$ cat config.mk
export PLATFORM = sky130hd
export DESIGN_NAME = plus_raster_irq
export DESIGN_NICKNAME = d
export VERILOG_FILES = /design/src/rtl/plus_raster_irq.sv
export SDC_FILE = /design/constraint.sdc
export NUM_CORES = 1
export LEC_CHECK = 0
export BUFFER_PORTS_ARGS = -buffer_cell sky130_fd_sc_hd__buf_2
export CAP_MARGIN = 10
export CORE_ASPECT_RATIO = 1.5
export CORE_MARGIN = 10
export CORE_UTILIZATION = 53
export CTS_BUF_LIST = sky130_fd_sc_hd__clkbuf_16
export DETAILED_ROUTE_END_ITERATION = 8
export GPL_ROUTABILITY_DRIVEN = 0
export GPL_TIMING_DRIVEN = 0
export PLACE_DENSITY_LB_ADDON = 0.15
export SLEW_MARGIN = 10
export SYNTH_ARGS = -nofsm -noshare
export SYNTH_HDL_FRONTEND = slang
export SYNTH_SLANG_ARGS = --single-unit
export TNS_END_PERCENT = 20
$ cat constraint.sdc
create_clock -name clk -period 2.37 [get_ports clk]
set_input_delay 0.237 -clock clk [delete_from_list [all_inputs] [get_ports clk]]
set_output_delay 0.237 -clock clk [all_outputs]
set_load 0.02 [all_outputs]
$ cat src/rtl/plus_raster_irq.sv
// Programmable raster interrupt generator for Plus/GX4000 mode.
//
// Counts scanlines from the CRTC sync pair and raises pri_irq when the line
// about to begin equals the PRI line register. It also supplies an IM2 vector
// for the interrupt acknowledge cycle.
//
// Ports:
//   clk, reset_n       system clock, asynchronous active-low reset
//   cclk_en            CRTC character-clock enable; sync edges are sampled only when high
//   hsync_i, vsync_i   CRTC sync outputs
//   plus_en            Plus mode with the ASIC unlocked; low holds the irq logic idle
//   reg_wr, reg_addr,  ASIC register write strobe, address (0 PRI line, 1 status, 2 IVR)
//   reg_din, reg_dout  and data; reg_dout is combinational from reg_addr
//   iack               M1 & IORQ level from the CPU bus
//   pri_mode           high when a raster line is programmed; masks the GA 52-line irq
//   pri_irq            registered active-high interrupt request
//   vector             IM2 vector {ivr[7:3], VEC_LOW}
module plus_raster_irq #(
  parameter logic [2:0]  VEC_LOW = 3'b110,
  parameter int unsigned LINE_W  = 8
) (
  input  logic       clk,
  input  logic       reset_n,
  input  logic       cclk_en,
  input  logic       hsync_i,
  input  logic       vsync_i,
  input  logic       plus_en,
  input  logic       reg_wr,
  input  logic [1:0] reg_addr,
  input  logic [7:0] reg_din,
  output logic [7:0] reg_dout,
  input  logic       iack,
  output logic       pri_mode,
  output logic       pri_irq,
  output logic [7:0] vector
);

  localparam logic [LINE_W-1:0] LineMax = {LINE_W{1'b1}};
  localparam logic [LINE_W:0]   WideOne = {{LINE_W{1'b0}}, 1'b1};

  logic              hs_prev_q, hs_prev_d;
  logic              vs_prev_q, vs_prev_d;
  logic              iack_prev_q, iack_prev_d;
  logic [LINE_W-1:0] line_cnt_q, line_cnt_d;
  logic [LINE_W-1:0] pri_line_q, pri_line_d;
  logic [7:0]        ivr_q, ivr_d;
  logic              pending_q, pending_d;
  logic              pri_irq_q, pri_irq_d;

  logic              hs_rise, vs_rise, iack_rise;
  logic [LINE_W:0]   line_inc;
  logic              match, status_clr, ack_clr;

  always_comb begin
    hs_rise   = cclk_en & hsync_i & ~hs_prev_q;
    vs_rise   = cclk_en & vsync_i & ~vs_prev_q;
    iack_rise = iack & ~iack_prev_q;

    // One bit wider so a saturated counter can never alias back onto a PRI value.
    line_inc  = {1'b0, line_cnt_q} + WideOne;

    // Compare against the line that this hsync starts; a coincident vsync wins.
    match = hs_rise & ~vs_rise & plus_en & (pri_line_q != '0) &
            (line_inc == {1'b0, pri_line_q});

    status_clr = reg_wr & (reg_addr == 2'd1) & reg_din[7];
    // ivr[0] selects manual clear: iack then leaves pending alone.
    ack_clr    = iack_rise & pending_q & ~ivr_q[0];
  end

  always_comb begin
    hs_prev_d   = cclk_en ? hsync_i : hs_prev_q;
    vs_prev_d   = cclk_en ? vsync_i : vs_prev_q;
    iack_prev_d = iack;

    line_cnt_d = line_cnt_q;
    if (vs_rise) begin
      line_cnt_d = '0;
    end else if (hs_rise && (line_cnt_q != LineMax)) begin
      line_cnt_d = line_inc[LINE_W-1:0];
    end

    // Set has priority over any clear; plus_en low forces idle.
    pending_d = pending_q;
    if (!plus_en) begin
      pending_d = 1'b0;
    end else if (match) begin
      pending_d = 1'b1;
    end else if (status_clr || ack_clr) begin
      pending_d = 1'b0;
    end

    pri_irq_d = pending_d & plus_en;

    pri_line_d = pri_line_q;
    ivr_d      = ivr_q;
    if (reg_wr) begin
      if (reg_addr == 2'd0) pri_line_d = reg_din[LINE_W-1:0];
      if (reg_addr == 2'd2) ivr_d      = reg_din;
    end
  end

  always_ff @(posedge clk or negedge reset_n) begin
    if (!reset_n) begin
      hs_prev_q   <= 1'b0;
      vs_prev_q   <= 1'b0;
      iack_prev_q <= 1'b0;
      line_cnt_q  <= '0;
      pri_line_q  <= '0;
      ivr_q       <= 8'h00;
      pending_q   <= 1'b0;
      pri_irq_q   <= 1'b0;
    end else begin
      hs_prev_q   <= hs_prev_d;
      vs_prev_q   <= vs_prev_d;
      iack_prev_q <= iack_prev_d;
      line_cnt_q  <= line_cnt_d;
      pri_line_q  <= pri_line_d;
      ivr_q       <= ivr_d;
      pending_q   <= pending_d;
      pri_irq_q   <= pri_irq_d;
    end
  end

  always_comb begin
    pri_mode = plus_en & (pri_line_q != '0);
    pri_irq  = pri_irq_q;
    vector   = {ivr_q[7:3], VEC_LOW};

    reg_dout = 8'hFF;
    unique case (reg_addr)
      2'd0: reg_dout = 8'(pri_line_q);
      2'd1: reg_dout = {pending_q, 6'b0, pri_mode};
      2'd2: reg_dout = ivr_q;
      2'd3: reg_dout = 8'hFF;
    endcase
  end

endmodule

# After elaboration in Yosys (flattened, before gate mapping)
# Index checks and enable logic that the tools add are counted.
op_classes:
  n_reduce_logical: 7
  n_eq_ne: 5
  n_bitwise: 20
  muxes: 6
  addsub: 1
ops:
  columns: ["op", "n"]
  rows:
  - ["case mux 8 bit (4 select lines)", 1]
  - ["2-to-1 mux 8 bit", 2]
  - ["AND 1 bit", 15]
  - ["adder 8 x 1 -> 9 bit (second input constant)", 1]
  - ["== test 9 x 8 -> 1 bit", 1]
  - ["inequality test 8 bit (second input constant)", 1]
  - ["nonzero test 8 bit", 1]
  - ["NOT 1 bit", 5]
  - ["== test 2 bit (second input constant)", 2]
  - ["AND reduction 2 bit", 2]
  - ["2-to-1 mux 1 bit", 3]
  - ["== test 2 x 1 -> 1 bit (second input constant)", 1]
  - ["logical NOT 2 bit", 1]
  - ["nonzero test 2 bit", 1]
  - ["logical AND 1 bit", 1]
  - ["logical OR 1 bit", 1]
word_totals:
  word_cells: 47
  inputBits: 18
  output_inout_bits: 18
  reg_bits: 29

# Longest topological paths before layout
depth:
  ltp_word: 10
  ltp_mapped: 6
  mapped_depth_nobuf: 6

# Least setup slack after synthesis
# Ideal clock, no wire load.
synth_timing:
  kind: "reg2reg"
  start: "reg line_cnt_q[0]"
  end: "reg pending_q"
  stages_incl_launch_ff: 7
  n_path_buf: 0
  synth_period_minus_slack_ps: 1664
  setup_ps: 120
  required_ps: 2250
  slack_ps: 706
  arrival_time_ps: 1545
  path_cell_list: "dfrtp_1 ha_1 and2_1 nor2b_1 o311ai_0 o31ai_1 a31o_1"
synth_between:
  elab_chain_len: 5
synth_lines:
  columns: ["element", "line_no", "text"]
  rows:
  - ["from (decl)", "44", "logic [LINE_W-1:0] line_cnt_q, line_cnt_d;"]
  - ["from (signal assigned)", "117", "line_cnt_q <= line_cnt_d;"]
  - ["adder 8 x 1 -> 9 bit", "60", "line_inc = {1'b0, line_cnt_q} + WideOne;"]
  - ["== test 9 x 8 -> 1 bit", "64", "(line_inc == {1'b0, pri_line_q});"]
  - ["AND 1 bit", "63", "match = hs_rise & ~vs_rise & plus_en & (pri_line_q != '0) &"]
  - ["2-to-1 mux 1 bit", "87", "end else if (match) begin"]
  - ["2-to-1 mux 1 bit", "85", "if (!plus_en) begin"]
  - ["net pending_d", "47", "logic pending_q, pending_d;"]
  - ["to (signal assigned)", "120", "pending_q <= pending_d;"]
  - ["to (decl)", "47", null]
# The timed path passes the listed nets, and every way through them passes these cells.
# A chain may end at the register's enable or synchronous reset.

# Final worst setup path
# Same ends and word-level chain as after synthesis.

==> metrics.md <==
| Metric | Value |
|---|---|
| Most area-hungry cell type in the Yosys netlist | sky130_fd_sc_hd__dfrtp_1 |
| Fraction of the cycle the final worst path needs | 81.4% |
| Post-synthesis area per instance | 9.89 um2 |
| Data arrival time at the worst-slack endpoint | 2.08 ns |
| Sum of overflow across all layers after global routing | 0 |
| Total of max-cap violations | 0 |
| Portion of the post-synthesis area used by sequential elements | 43.2% |
| Worst setup EP type | register |
| Count of standard-cell rows | 24 |
| Number of synthesized register bits | 28 |
| Required time worst endpoint | roughly 2.5 ns |
| Num ports | 36 |
| Starting utilization of the core area | between 50 and 60% |
| Setup violators final | 0 |
| Flop-to-flop setup slack | roughly 0.44 ns |
| YS warnings | 0 |
| Cell Chain, Critical Path | ha_1 > nand3_2 > nor3_4 > or2_1 > a2111oi_1 > a31o_1 |
| Final instance count without filler cells | 239 |
| Number of antenna-violating nets in the routed design | 0 |
| Synthesized instance count | 164 |
| H-tree levels | 1 |
| Async set-or-reset flop fraction in the synthesized netlist | 100% |
| Largest buffer count on any clock path | 2 |
| Initial antenna violation count | 0 |
| Reg-to-reg endpoint | pending_q |
| Violations in the final reports | negative hold slack |
| Slew margin rel. | between 50% and 60% |
| Internal Power | 0.932 mW |
| Status | complete, but fails checks |
| Met1 usage in global routing | about 16% |
| Combinational power share | 25.8% |
| Fraction of met2 tracks used by global routing | roughly a quarter |
| Post-CTS repair timing setup buffer count | 0 |
| Fraction of layout instances using a drive strength above 1 | between 30% and 40% |
| TritonCTS Buffers | 3 |
| Die ar. | between 5000 and 6000 um2 |
| Worst-case clock skew | about 0.0033 ns |
| Post-route worst hold slack | -0.0160 ns |
| Critical R2R Launch | line_cnt_q[0] |
| Hold crit path type | primary input to async pin |
| EDFF count, synth | 0 |
| Global route hottest layer | met2 |
| Worst setup path start | line_cnt_q[0] |
| First-pass GRT wire length | 6.74 mm |
| Yosys cell types | roughly 40 |
| Clock sinks | 28 |
| Crit path max fanout | 6 |
| Fraction of power consumed by sequential logic | roughly 46% |
| CTS Hold Bufs | 0 |
| Slowest CP cell | sky130_fd_sc_hd__dfrtp_1 |
| Number of global-route vias before repair | approximately 1400 |
| Placed cell count | ~240 |
| Total standard cell area after synthesis | 1620 um2 |
| CTS tree | yes |
| DRC errors left | 0 |
| Layout Nets | between 200 and 250 |
| Final Routed Wirelength | slightly below 4 mm |
| Post-CTS clock slew at the launch and capture registers of the worst setup and hold paths | roughly 0.070 ns |
| Area added between synthesis and finish | 17.7% |
| Cell types with the largest area share after synthesis | sky130_fd_sc_hd__dfrtp_1 (43%), sky130_fd_sc_hd__mux2_2 (12%), sky130_fd_sc_hd__o21ai_0 (4.6%) |
| Critical Path End | pending_q |
| Number of buffer cells added on primary ports | 32 |
| Vias per cell | ~5.7 |
| Largest net degree at the start of global routing | 29 |
| Switching part of the total | between 30% and 40% |
| Reg2Reg Depth | 6 |
| CTS root buf | sky130_fd_sc_hd__clkbuf_16 |
| GRT Overall Usage | between 10% and 20% |
| Clock insertion delay at the later pin of the skew report | around 0.26 ns |
| Met3 track demand over resource | 4.09% |
| Post-synth top area share | a little over two fifths |
| Transition time at the pin with the least slew margin | 0.618 ns |
| DIE HEIGHT | 87.7 um |
| Detailed router's first-iteration violation count | 21 |
| Largest incremental delay on the critical path | 0.45 ns |
| Hold violation count in the final report | 28 |
| Total power per unit cell area | around 700 nW/um2 |
| Leak | ~0.86 nW |
| Clock period minus worst slack | between 1.5 and 2 ns |
| Most instantiated cells after synthesis | sky130_fd_sc_hd__dfrtp_1 (28), sky130_fd_sc_hd__nand2_1 (19), sky130_fd_sc_hd__mux2_2 (17) |
| Net switching component of the power | slightly above 0.4 mW |
| Most used flip-flop cell after synthesis | sky130_fd_sc_hd__dfrtp_1 |
| Setup TNS | 0 ns |
| Horizontal extent of the die | between 60 and 70 um |
| Clock power share | between 20% and 30% |
| Unrepaired setup endpoints after global routing | no |
| Hpwl dp | between 2 and 3 mm |
| Vias after detailed routing | roughly 1400 |
| Post-cts resize count | 0 |
| Core area | slightly below 3000 um2 |
| Maximum resistive drop on vdd | 0.455 mV |
| Most frequent cell after synthesis | sky130_fd_sc_hd__dfrtp_1 |
| Drt pass-1 iters | 4 |
| Post-detailed-route wirelength per cell | between 15 and 20 um |
| Max Slew Vio Count | 0 |
| Fmax achieved | 518 MHz |
| Kind of critical path | register to register |
| CP startpoint kind | register |
| Antenna diodes | 0 |
[how the worst min path moves through the flow]
stage | from | endpoint | slack (ns)
after detailed placement | reset_n | vs_prev_q | 0.29
after floorplan | reset_n | hs_prev_q | -0.06
final | reset_n | line_cnt_q[5] | -0.02
after global routing | reset_n | line_cnt_q[4] | 0.03
after global placement | reset_n | vs_prev_q | 0.28
after CTS | reset_n | vs_prev_q | 0.01
[cell type report]
type	count	area (um2)
Inverter	2	7.51
Timing Repair Buffer	32	160
Multi-Input combinational cell	123	840
Buffer	12	77.6
Fill cell	260	1000
Clock buffer	3	75.1
Tap cell	39	48.8
Sequential cell	28	701
[power by group through the flow]
stage / clock network [mW] / registers (mW) / logic [mW]
6_report: 0.379 / 0.615 / 0.346
5_1_grt: 0.398 / 0.626 / 0.379
4_1_cts: 0.383 / 0.615 / 0.349
3_5_place_dp: 0 / 0.623 / 0.343
3_3_place_gp: 0 / 0.618 / 0.329
2_1_floorplan: 0 / 0.600 / 0.248
[stage by stage]
stage / worst slack (ns) / power, mW / cell area, um2 / utilization [%]
2_1_floorplan: 0.706 / 0.848 / 1630 / -
5_1_grt: 0.325 / 1.40 / 1910 / 65.5
3_5_place_dp: 0.489 / 0.966 / 1830 / 63.0
3_3_place_gp: 0.520 / 0.947 / 1830 / 63.0
4_1_cts: 0.472 / 1.35 / 1910 / 65.5
6_report: 0.440 / 1.34 / 1910 / 65.5
[sequential cells by signal (all words and copies together) (netlist names)]
signal	flops
hs_prev_q	1
pending_q	1
pri_line_q	8
iack_prev_q	1
ivr_q	8
vs_prev_q	1
line_cnt_q	8
[layer usage]
metal | part of all wire [%] | vias up | wire (um)
li1 | - | 649 | -
met1 | 41 | 663 | 1590
met2 | 52 | 33 | 2050
met3 | 5.1 | 9 | 200
met4 | 2.0 | 0 | 78
met5 | 0 | - | 0
[worst max-delay path: cells and delay by family, from the launching register on]
kind	cells	cell delay [ns]
AOI/OAI and AO/OA	2	0.29
adders and majority gates	1	0.31
DFF	1	0.45
and+or+nand+nor	3	0.76
[cells by family (layout without fill, tap and decap cells)]
kind of cell / count (synthesis) / count (layout) / synth area share [%]
buffers and inverters: 14 / 49 / 5.25
XOR/XNOR: 10 / 10 / 5.40
AO/OA/AOI/OAI: 36 / 36 / 14.1
AND/OR/NAND/NOR: 56 / 56 / 19.0
flip-flops: 28 / 28 / 43.2
multiplexers: 17 / 17 / 11.8
other: 2 / 3 / 0.463
adder cells (fa/ha/maj): 1 / 1 / 0.771
[placed cells by master, fill, tap and decap left out, types with 2 or more instances in the layout]
master,instances
sky130_fd_sc_hd__dfrtp_1,28
sky130_fd_sc_hd__nor3_1,3
sky130_fd_sc_hd__and3_1,2
sky130_fd_sc_hd__o21ai_1,2
sky130_fd_sc_hd__nor2b_1,4
sky130_fd_sc_hd__o31ai_1,4
sky130_fd_sc_hd__nor4_1,2
sky130_fd_sc_hd__nand2_1,19
sky130_fd_sc_hd__xor2_1,2
sky130_fd_sc_hd__nand3_1,3
sky130_fd_sc_hd__xnor2_1,8
sky130_fd_sc_hd__conb_1,3
sky130_fd_sc_hd__nor2_1,9
sky130_fd_sc_hd__a211oi_1,3
sky130_fd_sc_hd__nand3_2,2
sky130_fd_sc_hd__clkbuf_16,3
sky130_fd_sc_hd__clkbuf_1,2
sky130_fd_sc_hd__buf_4,8
sky130_fd_sc_hd__and2_1,2
sky130_fd_sc_hd__buf_2,34
sky130_fd_sc_hd__o21ai_0,15
sky130_fd_sc_hd__o311ai_1,2
sky130_fd_sc_hd__a21oi_1,4
sky130_fd_sc_hd__inv_1,2
sky130_fd_sc_hd__mux2_2,17
(Power assumes the default switching activity.)
